--- src/rtl/ram_arbiter2022_pkg.sv ---
// Shared widths, FSM state encoding and port indices for the two-port RAM arbiter.
package ram_arb_pkg;

   localparam int ADDR_W = 13;
   localparam int DATA_W = 16;

   typedef enum logic [1:0] {
      IDLE    = 2'd0,
      ISSUE   = 2'd1,
      CAPTURE = 2'd2,
      LOCKED  = 2'd3
   } arb_state_t;

   localparam logic PORT_CPU  = 1'b0;
   localparam logic PORT_HOST = 1'b1;

endpackage

--- src/rtl/ram_arbiter2022_if.sv ---
// Requester and RAM-side signal bundle for ram_arbiter2022; slave = arbiter, master = requesters + RAM.
interface ram_arb_if;
   import ram_arb_pkg::*;

   logic              req0, req1;
   logic              we0, we1;
   logic [ADDR_W-1:0] addr0, addr1;
   logic [DATA_W-1:0] wdata0, wdata1;
   logic              lock0, lock1;
   logic              ack0, ack1;
   logic [DATA_W-1:0] rdata0, rdata1;
   logic              wrEn;
   logic [ADDR_W-1:0] addr_toRAM;
   logic [DATA_W-1:0] data_toRAM;
   logic [DATA_W-1:0] data_fromRAM;
   logic              busy;

   modport slave (
      input  req0, req1, we0, we1, addr0, addr1, wdata0, wdata1, lock0, lock1, data_fromRAM,
      output ack0, ack1, rdata0, rdata1, wrEn, addr_toRAM, data_toRAM, busy
   );

   modport master (
      output req0, req1, we0, we1, addr0, addr1, wdata0, wdata1, lock0, lock1, data_fromRAM,
      input  ack0, ack1, rdata0, rdata1, wrEn, addr_toRAM, data_toRAM, busy
   );

endinterface

--- src/rtl/ram_arbiter2022_rr_pick2.sv ---
// Two-way round-robin picker: on a tie the port that did not win last time is chosen.
module rr_pick2 (
   input  logic [1:0] req,
   input  logic       last_grant,
   input  logic [1:0] mask,
   output logic       valid,
   output logic       idx
);

   logic [1:0] elig;

   always_comb begin
      elig  = req & ~mask;
      valid = |elig;
      idx   = (elig == 2'b11) ? ~last_grant : elig[1];
   end

endmodule

--- src/rtl/ram_arbiter2022.sv ---
// Serialises CPU (port 0) and host (port 1) accesses onto a single-port synchronous-read RAM.
// Optional bus lock for host read-modify-write is built when ARB_LOCK_EN is defined.
//
// state   | meaning
// IDLE    | arbitrate between eligible requesters
// ISSUE   | RAM samples address / write strobe
// CAPTURE | read data returns; ack and rdata registered
// LOCKED  | only the previous owner may be granted
module ram_arbiter2022
   import ram_arb_pkg::*;
(
   input logic      clk,
   input logic      rst,
   ram_arb_if.slave bus
);

   arb_state_t state, state_next;

   logic              owner, last_grant, is_write, lock_q;
   logic              lock_sel, owner_lock;
   logic              do_grant, do_capture;
   logic              grant_valid, grant_idx;
   logic [1:0]        req_vec, pick_req, mask;
   logic              ack0_q, ack1_q, wr_en_q;
   logic [ADDR_W-1:0] addr_q;
   logic [DATA_W-1:0] wdata_q, rdata0_q, rdata1_q;

   assign req_vec = {bus.req1, bus.req0};
   assign mask    = {ack1_q, ack0_q};

`ifdef ARB_LOCK_EN
   assign lock_sel   = grant_idx ? bus.lock1 : bus.lock0;
   assign owner_lock = owner ? bus.lock1 : bus.lock0;
`else
   logic lock_unused;
   assign lock_sel    = 1'b0;
   assign owner_lock  = 1'b0;
   assign lock_unused = bus.lock0 | bus.lock1;
`endif

   always_comb begin
      pick_req = req_vec;
      if (state == LOCKED)
         pick_req = owner ? (req_vec & 2'b10) : (req_vec & 2'b01);
   end

   rr_pick2 u_pick (
      .req        (pick_req),
      .last_grant (last_grant),
      .mask       (mask),
      .valid      (grant_valid),
      .idx        (grant_idx)
   );

   always_ff @(posedge clk or posedge rst) begin
      if (rst) state <= IDLE;
      else     state <= state_next;
   end

   always_comb begin
      state_next = state;
      do_grant   = 1'b0;
      do_capture = 1'b0;
      unique case (state)
         IDLE: begin
            if (grant_valid) begin
               do_grant   = 1'b1;
               state_next = ISSUE;
            end
         end
         ISSUE: state_next = CAPTURE;
         CAPTURE: begin
            do_capture = 1'b1;
            state_next = lock_q ? LOCKED : IDLE;
         end
         LOCKED: begin
            // the owner's ack cycle is masked, so a lock release can be seen right away
            if (grant_valid) begin
               do_grant   = 1'b1;
               state_next = ISSUE;
            end else if (!owner_lock) begin
               state_next = IDLE;
            end
         end
         default: state_next = IDLE;
      endcase
   end

   always_ff @(posedge clk or posedge rst) begin
      if (rst) begin
         owner      <= PORT_CPU;
         last_grant <= PORT_HOST;
         is_write   <= 1'b0;
         lock_q     <= 1'b0;
         wr_en_q    <= 1'b0;
         addr_q     <= '0;
         wdata_q    <= '0;
         ack0_q     <= 1'b0;
         ack1_q     <= 1'b0;
         rdata0_q   <= '0;
         rdata1_q   <= '0;
      end else begin
         ack0_q <= 1'b0;
         ack1_q <= 1'b0;
         if (state == ISSUE)
            wr_en_q <= 1'b0;
         if (do_grant) begin
            owner    <= grant_idx;
            addr_q   <= grant_idx ? bus.addr1 : bus.addr0;
            wdata_q  <= grant_idx ? bus.wdata1 : bus.wdata0;
            wr_en_q  <= grant_idx ? bus.we1 : bus.we0;
            is_write <= grant_idx ? bus.we1 : bus.we0;
            lock_q   <= lock_sel;
         end
         if (do_capture) begin
            last_grant <= owner;
            if (owner == PORT_HOST) begin
               ack1_q <= 1'b1;
               if (!is_write) rdata1_q <= bus.data_fromRAM;
            end else begin
               ack0_q <= 1'b1;
               if (!is_write) rdata0_q <= bus.data_fromRAM;
            end
         end
      end
   end

   assign bus.ack0       = ack0_q;
   assign bus.ack1       = ack1_q;
   assign bus.rdata0     = rdata0_q;
   assign bus.rdata1     = rdata1_q;
   assign bus.wrEn       = wr_en_q;
   assign bus.addr_toRAM = addr_q;
   assign bus.data_toRAM = wdata_q;
   assign bus.busy       = (state == ISSUE) || (state == CAPTURE);

endmodule

--- src/flat_wrapper.sv ---
// flat-port wrapper written by rule: the top's interface ports become plain ports
module ram_arbiter2022_flat import ram_arb_pkg::*;
  (clk, rst, bus_req0, bus_req1, bus_we0, bus_we1, bus_addr0, bus_addr1, bus_wdata0, bus_wdata1, bus_lock0, bus_lock1, bus_data_fromRAM, bus_ack0, bus_ack1, bus_rdata0, bus_rdata1, bus_wrEn, bus_addr_toRAM, bus_data_toRAM, bus_busy);
  ram_arb_if bus_i ();
  input logic clk;
  input logic rst;
  input wire logic [$bits(bus_i.req0)-1:0] bus_req0;
  input wire logic [$bits(bus_i.req1)-1:0] bus_req1;
  input wire logic [$bits(bus_i.we0)-1:0] bus_we0;
  input wire logic [$bits(bus_i.we1)-1:0] bus_we1;
  input wire logic [$bits(bus_i.addr0)-1:0] bus_addr0;
  input wire logic [$bits(bus_i.addr1)-1:0] bus_addr1;
  input wire logic [$bits(bus_i.wdata0)-1:0] bus_wdata0;
  input wire logic [$bits(bus_i.wdata1)-1:0] bus_wdata1;
  input wire logic [$bits(bus_i.lock0)-1:0] bus_lock0;
  input wire logic [$bits(bus_i.lock1)-1:0] bus_lock1;
  input wire logic [$bits(bus_i.data_fromRAM)-1:0] bus_data_fromRAM;
  output wire logic [$bits(bus_i.ack0)-1:0] bus_ack0;
  output wire logic [$bits(bus_i.ack1)-1:0] bus_ack1;
  output wire logic [$bits(bus_i.rdata0)-1:0] bus_rdata0;
  output wire logic [$bits(bus_i.rdata1)-1:0] bus_rdata1;
  output wire logic [$bits(bus_i.wrEn)-1:0] bus_wrEn;
  output wire logic [$bits(bus_i.addr_toRAM)-1:0] bus_addr_toRAM;
  output wire logic [$bits(bus_i.data_toRAM)-1:0] bus_data_toRAM;
  output wire logic [$bits(bus_i.busy)-1:0] bus_busy;
  assign bus_i.req0 = bus_req0;
  assign bus_i.req1 = bus_req1;
  assign bus_i.we0 = bus_we0;
  assign bus_i.we1 = bus_we1;
  assign bus_i.addr0 = bus_addr0;
  assign bus_i.addr1 = bus_addr1;
  assign bus_i.wdata0 = bus_wdata0;
  assign bus_i.wdata1 = bus_wdata1;
  assign bus_i.lock0 = bus_lock0;
  assign bus_i.lock1 = bus_lock1;
  assign bus_i.data_fromRAM = bus_data_fromRAM;
  assign bus_ack0 = bus_i.ack0;
  assign bus_ack1 = bus_i.ack1;
  assign bus_rdata0 = bus_i.rdata0;
  assign bus_rdata1 = bus_i.rdata1;
  assign bus_wrEn = bus_i.wrEn;
  assign bus_addr_toRAM = bus_i.addr_toRAM;
  assign bus_data_toRAM = bus_i.data_toRAM;
  assign bus_busy = bus_i.busy;
  ram_arbiter2022 u_core (.clk(clk), .rst(rst), .bus(bus_i));
endmodule
--- config.mk ---
export PLATFORM = sky130hd
export DESIGN_NAME = ram_arbiter2022_flat
export DESIGN_NICKNAME = d
export VERILOG_FILES = /design/src/rtl/ram_arbiter2022_pkg.sv /design/src/rtl/ram_arbiter2022_if.sv /design/src/rtl/ram_arbiter2022_rr_pick2.sv /design/src/rtl/ram_arbiter2022.sv /design/src/flat_wrapper.sv
export SDC_FILE = /design/constraint.sdc
export NUM_CORES = 1
export LEC_CHECK = 0
export ABC_CLOCK_PERIOD_IN_PS = 2850
export CORE_AREA = 2 2 78 117
export DETAILED_ROUTE_END_ITERATION = 7
export DIE_AREA = 0 0 80 119
export HOLD_SLACK_MARGIN = 0.08
export PLACE_DENSITY = 0.83
export SETUP_SLACK_MARGIN = 0.4
export SLEW_MARGIN = 40
export SYNTH_ARGS = -nofsm -noshare
export SYNTH_HDL_FRONTEND = slang
export SYNTH_HIERARCHICAL = 1
export SYNTH_SLANG_ARGS = --single-unit
--- constraint.sdc ---
create_clock -name clk -period 2.85 [get_ports clk]
set_clock_uncertainty 0.2 [all_clocks]
set_input_delay 0.855 -clock clk [delete_from_list [all_inputs] [get_ports clk]]
set_output_delay 0.855 -clock clk [all_outputs]
set_load 0.02 [all_outputs]
==> flow_summary.yaml <==
power:
  ir_drop_uv: 778
  total_power_w: 0.00635
  p_per_area_mw_per_mm2: 1200
  p_leak_nw: 2.24
clock_network:
  cts_sinks: 69
  h-tree-depth: 3
  ctsHoldBuffers: 0
  cts_buffer_depth: 2
  cts_tree: "done"
  clk_pin_slew_ps: 50
  cts_buffers: 9
  cts_root_buf: "clkbuf_16"
  insertion_delay_ps: 310
job:
  cap_viol_max_count: 0
yosys:
  yosys_warnings: 6
  syn_area_per_cell_um2: 15.4
  yosysTopAreaCell: "dfrtp_1"
  synth_common_cells: "93 x mux2_2, 68 x dfrtp_1, 7 x buf_2, 7 x inv_1, 5 x ha_1"
  synth_most_common_cell: "mux2_2"
  ys_ff_latch: 69
  yosysTopAreaCellShare: 0.550
  synth_fp_nets: 288
  synth_cells: 201
  synth_ff_type: "dfrtp_1"
  post_synth_num_cell_types: 20
  synth_edf_count: 0
  syn_area_mm2: 0.00309
  synthArstFlopShare: 1.00
  netlist_top_cells_area: "dfrtp_1 55%, mux2_2 34%, ha_1 2.0%"
  seq_area_frac_synth: 0.559
global_routing:
  grt_max_degree: 39
  grt_overflow_total: 0
  grt_usage: 0.170
  antenna_found_initial: 0
  grt_pass1_vias: 2536
  grt_first_pass_wirelength_um: 12500
timing:
  final-setup-viol-count: 0
  fmax_mhz: 412
  slew_violations: 0
  tightestPinTransition_ps: 495
  rsz0062_at_grt: "true"
  max_slew_margin: 0.668
  finalCritPeriodShare: 0.852
  tns_ps: 0
  hold_slack_ps: 301
  hold_viol_final: 0
  fin_ws_ps: 421
  finalCriticalPeriod_ps: 2430
drt:
  totalWireLength_um: 7720
  viasPerCell: 4.74
  drcViolationCount: 0
  postRouteAntennaNets: 0
  drt_iter0_markers: 42
  vias: 2271
  firstDrtPassIters: 4
  wl_per_cell_um: 16.1
placement:
  place_inst: 455
  portBuffers: 144
  dp_hpwl_um: 5450
  dp_worst_setup_slack_ps: -239
  gp_congestion: 0.669
floorplan:
  design.die.area_mm2: 0.00952
  start_util: 0.359
  placement_rows: 42
  num_io_pins: 147
  fp.dieW_um: 80
  core-area_mm2: 0.00862
  die_height_um: 119
min_path:
  hold_class: "register to register"
worst_setup_path:
  cp_max_fo: 6
  critPathKind: "input port to register"
  r2r_start: "u_core/state[0]$_DFFE_PP0P_"
  startpoint_type: "input port"
  arrival_ps: 2430
  required_ps: 2850
  reg2reg_depth: 9
  endpoint: "u_core/bus.data_toRAM[9]$_DFFE_PP0P_"
  rr_endpoint: "u_core/bus.data_toRAM[9]$_DFFE_PP0P_"
  worstSetupEndpointType: "register"
  rrSetupSlack_ps: 500
  startpoint: "bus_req0"
final_layout:
  nFillCells: 665
  stdcell_count: 479
  area_growth_pct: 70.8
  diodes: 0
  nNetsFinal: 451
  drive_above_1_share: 0.374
outcome:
  status: "finished clean"
routing by layer:
metal  share of wire  GRT usage  wire length, um
met3           0.074     0.0523              573
met1            0.36      0.183             2750
met2            0.57      0.311             4370
met5               0          0                0
met4          0.0039     0.0508               30
worst min path at each step:
stage	from	end	slack, ps	cells past startpoint
finish	u_core/bus.rdata0[6]$_DFFE_PP0P_	u_core/bus.rdata0[6]$_DFFE_PP0P_	300	1
global route	u_core/bus.data_toRAM[11]$_DFFE_PP0P_	u_core/bus.data_toRAM[11]$_DFFE_PP0P_	320	1
CTS	u_core/bus.data_toRAM[13]$_DFFE_PP0P_	u_core/bus.data_toRAM[13]$_DFFE_PP0P_	310	1
detailed placement	u_core/bus.data_toRAM[13]$_DFFE_PP0P_	u_core/bus.data_toRAM[13]$_DFFE_PP0P_	290	1
global placement	u_core/bus.rdata1[7]$_DFFE_PP0P_	u_core/bus.rdata1[7]$_DFFE_PP0P_	290	1
floorplan	u_core/state[1]$_DFFE_PP0P_	u_core/state[1]$_DFFE_PP0P_	330	1
report_power, final:
| part | internal (W) | switching (W) |
|---|---|---|
| Combinational | 0.00199 | 0.00145 |
| Clock | 0.000749 | 0.000367 |
| Sequential | 0.00150 | 0.000287 |
| Total | 0.00424 | 0.00211 |
layout make-up:
cell class / instances / area [um^2] / share of cell area
Multi-Input combinational cell: 115 / 1380 / 0.261
Inverter: 7 / 30.0 / 0.00568
Sequential cell: 69 / 1730 / 0.327
Tap cell: 110 / 138 / 0.0261
Clock inverter: 1 / 30.0 / 0.00568
Clock buffer: 15 / 278 / 0.0526
Timing Repair Buffer: 162 / 1700 / 0.322
through the flow:
stage / utilization / instance area [um^2]
floorplan: - / 3100
global placement: 0.549 / 4730
detailed placement: 0.549 / 4730
CTS: 0.612 / 5270
global route: 0.613 / 5280
finish: 0.613 / 5280
cells in the final DEF, fill, tap and decap left out, types with 2 or more instances in the layout:
cell / netlist / layout
buf_12: 0 / 5
dfrtp_1: 68 / 67
mux2_2: 93 / 74
buf_16: 0 / 3
a21boi_4: 0 / 2
mux2i_1: 4 / 4
clkdlybuf4s50_1: 0 / 141
buf_4: 0 / 10
clkbuf_1: 0 / 3
clkbuf_16: 0 / 9
clkbuf_8: 0 / 3
mux2_4: 0 / 19
inv_1: 7 / 6
ha_1: 5 / 4
state kept, by name (all words and copies together), names as in the netlist:
name and count:
u_core/state 2, u_core/bus.ack0 1, u_core/last_grant 1, u_core/bus.rdata1 16, u_core/is_write 1, u_core/bus.addr_toRAM 13
u_core/bus.rdata0 16, u_core/owner 1, u_core/bus.data_toRAM 16, u_core/bus.wrEn 1, u_core/bus.ack1 1
logic make-up after synthesis:
kind of cell,Yosys count,synth area share
mux,97,0.352
flops,69,0.559
buf+inv,17,0.0320
simple gates,8,0.0255
compound gates,5,0.0121
fa+ha+maj,5,0.0202
repair_timing:
action	CTS	global route
pin swaps	1	0
resized for setup	29	9
gates cloned	3	0
endpoints found under the setup margin	34	30
setup buffers	5	0
critical path, stage by stage:
cell           delay (ps)
dlygate4sd2_1         230
a21boi_4              150
a31oi_4               250
buf_6                 140
buf_12                110
buf_16                130
mux2_4                300
mux2_4                260
Note: power is estimated with default switching activity, not from simulation.
==> RTL edit 1: new RTL, same flow settings <==
Encoding of `arb_state_t`: now Gray code (2 bits for 4 states).
--- a/src/rtl/ram_arbiter2022_pkg.sv
+++ b/src/rtl/ram_arbiter2022_pkg.sv
@@ -6,8 +6,8 @@
 
    typedef enum logic [1:0] {
-      IDLE    = 2'd0,
-      ISSUE   = 2'd1,
-      CAPTURE = 2'd2,
-      LOCKED  = 2'd3
+      IDLE    = 2'b00,
+      ISSUE   = 2'b01,
+      CAPTURE = 2'b11,
+      LOCKED  = 2'b10
    } arb_state_t;
 
Check against the original RTL: no difference found for any inputs over 10 cycles, from zero or initial values and one cycle with rst high; not proved beyond that.
==> RTL edit 1 against the unedited design <==
Cell area down 6.0%; sequential cell count stayed put; count of clock-buffer cells in the layout fell by 4; synthesized area fell by 5.5%; utilization fell by 3.7 points; worst setup slack better by 50 ps; maximum frequency grew 2.1%; routed wire length fell by 8.1%; first-iteration DRC count grew 17%; largest cell class unchanged; register-to-register slack better by 300 ps; total power fell by 8.6%; highest routed layer unchanged; critical path type unchanged; global-route usage shrank 1.5 points.
==> RTL edit 1: results (changes against the unedited design) <==
FF+latch area 0.00173 sq mm (about the same); sequential area share after synthesis 59.1% (was 55.9%); Yosys cell types 25 (was 20); multi-input combinational area share 22.5% (was 26.1%); Reg2Reg Depth 8 (was 9); GPL Wtd Cong 0.718 (was 0.669); GR Layer Usage met3 4.47% (was 5.23%); Initial DRC Count 49 (was 42); DP Area 0.00454 sq mm (was 0.00473 sq mm); worst ir drop on vdd 471 uV (was 778 uV); status finished clean (unchanged); Final nets 463 (was 451); drt wl/cell 14.3 um (was 16.1 um); proportion of layout cells with a drive suffix above 1 18.7% (was 37.4%); grt met1 use 17.0% (was 18.3%); Global Route met2 Usage 27.4% (was 31.1%); PnR Total Power 5.80 mW (was 6.35 mW); Static Leak 2.16 nW (was 2.24 nW); WL met2 3780 um (was 4370 um); combinational power 2.85 mW (was 3.44 mW); switching share of power 34.5% (was 33.2%); Multi-In Gates 139 (was 115); routed wl met3 452 um (was 573 um); Avg Synthesized Cell Area 12.8 sq um (was 15.4 sq um); Synth Area in Adders 0% (was 2.02%); number of global-route vias before repair 2,439 (was 2,536); multi-input logic area 0.00112 sq mm (was 0.00138 sq mm); Final clock-cell share 6.75% (was 5.83%); max_slew headroom 62.7% (was 66.8%); Layout Cells excl Fill 496 (was 479); Seq power 1.75 mW (was 1.79 mW); Area contributors post-synth dfrtp_1, mux2i_1, mux2_2 (was dfrtp_1, mux2_2, ha_1); WL met1 2760 um (was 2750 um); Signal inverters 5 (was 7); Plain + repair buffers 157 (was 162); Final non-clock buffer share 32.8% (was 32.2%); DP Worst Slack -43.7 ps (was -239 ps); syn nets 310 (was 288); Worst EP arrival 2380 ps (was 2430 ps); Crit. Startpoint bus_req1 (was bus_req0); fillers 753 (was 665)
[RTL edit 1: critical path, stage by stage]
cell and delay [ps]:
clkdlybuf4s50_1 460, a21boi_4 190, nand2b_4 70, a31oi_4 200, buf_4 160, buf_12 120
mux2i_2 210, o22ai_1 100
[RTL edit 1: worst min-delay path by stage]
stage,endpoint,slack (ps),start,cells past startpoint
6_report,u_core/state[1],260,u_core/state[1],1
3_5_place_dp,u_core/state[1],250,u_core/state[1],1
5_1_grt,u_core/bus.data_toRAM[14],300,u_core/bus.data_toRAM[14],2
3_3_place_gp,u_core/state[1],250,u_core/state[1],1
2_1_floorplan,u_core/state[1],220,u_core/state[1],1
4_1_cts,u_core/state[1],260,u_core/state[1],1
[RTL edit 1: timing repair]
action,CTS,global route
gates resized for setup,3,5
setup endpoints to repair,30,20
buffers inserted,0,3
hold buffers,0,0
gates cloned,0,2
pin swaps,0,0
==> RTL edit 2: new RTL, config.mk and constraints unchanged <==
Made on the original files. Add a define of `ARB_LOCK_EN`.
--- a/src/rtl/ram_arbiter2022.sv
+++ b/src/rtl/ram_arbiter2022.sv
@@ -7,4 +7,6 @@
 // CAPTURE | read data returns; ack and rdata registered
 // LOCKED  | only the previous owner may be granted
+`define ARB_LOCK_EN
+
 module ram_arbiter2022
    import ram_arb_pkg::*;
Behaviour: not the same (Yosys sat finds a counterexample within 10 cycles, from zero or initial values and one cycle with rst high).
==> RTL edit 2 against the unedited design <==
Routed wire length shrank 4.7%; maximum frequency shrank 0.83%; global-route usage shrank 0.99 points; count of clock-buffer cells in the layout shrank 2; cell area shrank 3.9%; utilization shrank 2.4 points; clock power shrank 9.8%; worst setup slack lost 20 ps; die area is the same; via count grew 6.9%; sequential cell count grew 1; synthesized area grew 2.3%; total power shrank 3.9%; critical endpoint is now u_core/bus.data_toRAM[15].
==> RTL edit 2: results (changes against the unedited design) <==
Static Leak 2.23 nW (was 2.24 nW); Initial DRC Count 62 (was 42); fin crit share 86.0% (was 85.2%); GPL Wtd Cong 0.766 (was 0.669); Final nets 486 (was 451); number of global-route vias before repair 2,511 (was 2,536); DR vias 2,427 (was 2,271); vias per inst 4.75 (was 4.74); worst-path fanout max 25 (was 6); largest net degree at the start of global routing 71 (was 39); peak per-stage delay on the critical path 470 ps (was 300 ps); HPWL after detailed placement 5500 um (was 5450 um); drt wl/cell 14.4 um (was 16.1 um); Crit. Startpoint bus_req1 (was bus_req0); multiplexer area fraction after synthesis 24.9% (was 35.2%); fillers 742 (was 665); sequential area share after synthesis 55.4% (was 55.9%); dpl cells 495 (was 455); Tot GR Track Use 16.0% (was 17.0%); syn nets 334 (was 288); DP Worst Slack -49.9 ps (was -239 ps); Slowest cell on crit path clkdlybuf4s50_1 (was mux2_4); root buf cell clkbuf_16 (unchanged); Hold Path Origin u_core/bus.addr_toRAM[8] (was u_core/bus.rdata0[6]); Hold Slack 275 ps (was 301 ps); Compound-Gate Fraction of Synth Area 7.04% (was 1.21%); IO Port Bufs 146 (was 144); cell count after synthesis 246 (was 201); Reg2Reg Depth 8 (was 9); Yosys cell types 25 (was 20); post-CTS setup buffers 2 (was 5); Synth Area in Adders 2.37% (was 2.02%); reg-to-reg critical path endpoint u_core/bus.data_toRAM[15] (was u_core/bus.data_toRAM[9]); Area contributors post-synth dfrtp_1, mux2i_1, mux2_4 (was dfrtp_1, mux2_2, ha_1); top post-synthesis cells by count dfrtp_1, mux2i_1, nand2_1, o21ai_0, mux2_4 (was mux2_2, dfrtp_1, buf_2, inv_1, ha_1); clk slew on worst S/H paths 50 ps (about the same); first-pass GRT wire length 11,800 um (was 12,500 um); worst ir drop on vdd 638 uV (was 778 uV); status finished clean (unchanged); CTS resizes 5 (was 29); Power Density 1200 mW/mm^2 (about the same); DP Area 0.00478 sq mm (was 0.00473 sq mm); R2R setup slack 610 ps (was 500 ps); max_slew headroom 75.8% (was 66.8%); family with the most delay on the worst path buffers and inverters (unchanged); proportion of layout cells with a drive suffix above 1 17.5% (was 37.4%)
## RTL edit 2: changes by cell type in the layout (fill, tap and decap cells not counted), sizes merged, moves of 9 or more
cell and change:
mux2i +29, o21ai +33, mux2 -59, nand2 +33, buf -9
## RTL edit 2: cell type report
type | count | share of cell area [%]
sequential | 70 | 34.5
clock inverter | 1 | 0.0986
multi-input combinational | 155 | 25.8
timing repair buffer | 156 | 31.1
tap | 110 | 2.71
clock buffer | 13 | 5.32
inverter | 6 | 0.517
## RTL edit 2: worst min-delay path by stage
stage,end,slack (ps),cells past startpoint
finish,u_core/bus.addr_toRAM[8],280,2
global route,u_core/bus.data_toRAM[3],300,2
CTS,u_core/bus.data_toRAM[3],280,2
detailed placement,u_core/bus.data_toRAM[0],270,2
global placement,u_core/bus.data_toRAM[12],260,2
floorplan,u_core/is_write,270,2
## RTL edit 2: cell families after synthesis
kind of cell / Yosys count
multiplexers: 67
AND/OR/NAND/NOR: 42
adder cells (fa/ha/maj): 6
flip-flops: 70
buffers and inverters: 21
AO/OA/AOI/OAI: 40
## RTL edit 2: worst reg2reg max path, delay by kind of cell (launching register included)
family,cells,cell delay [ps]
AOI/OAI and AO/OA,3,540
adders and majority gates,1,240
buffers and inverters,2,400
DFF,1,400
muxes,1,240
and+or+nand+nor,1,80
## RTL edit 2: metal layers
layer  routed length [um]  share of wire (%)  track usage [%]  vias to the layer above
li1                     -                  -                -                     1150
met1                 2850                 39             18.2                     1164
met2                 3770                 51             26.6                       99
met3                  558                7.6             5.83                       14
met4                  183                2.5             6.78                        0
met5                    0                  0                0                        -
## RTL edit 2: report_power, final
group          switching (mW)  total [mW]  internal [mW]
logic                    1.57        3.28           1.71
clock network           0.365        1.01          0.648
registers               0.286        1.81           1.52
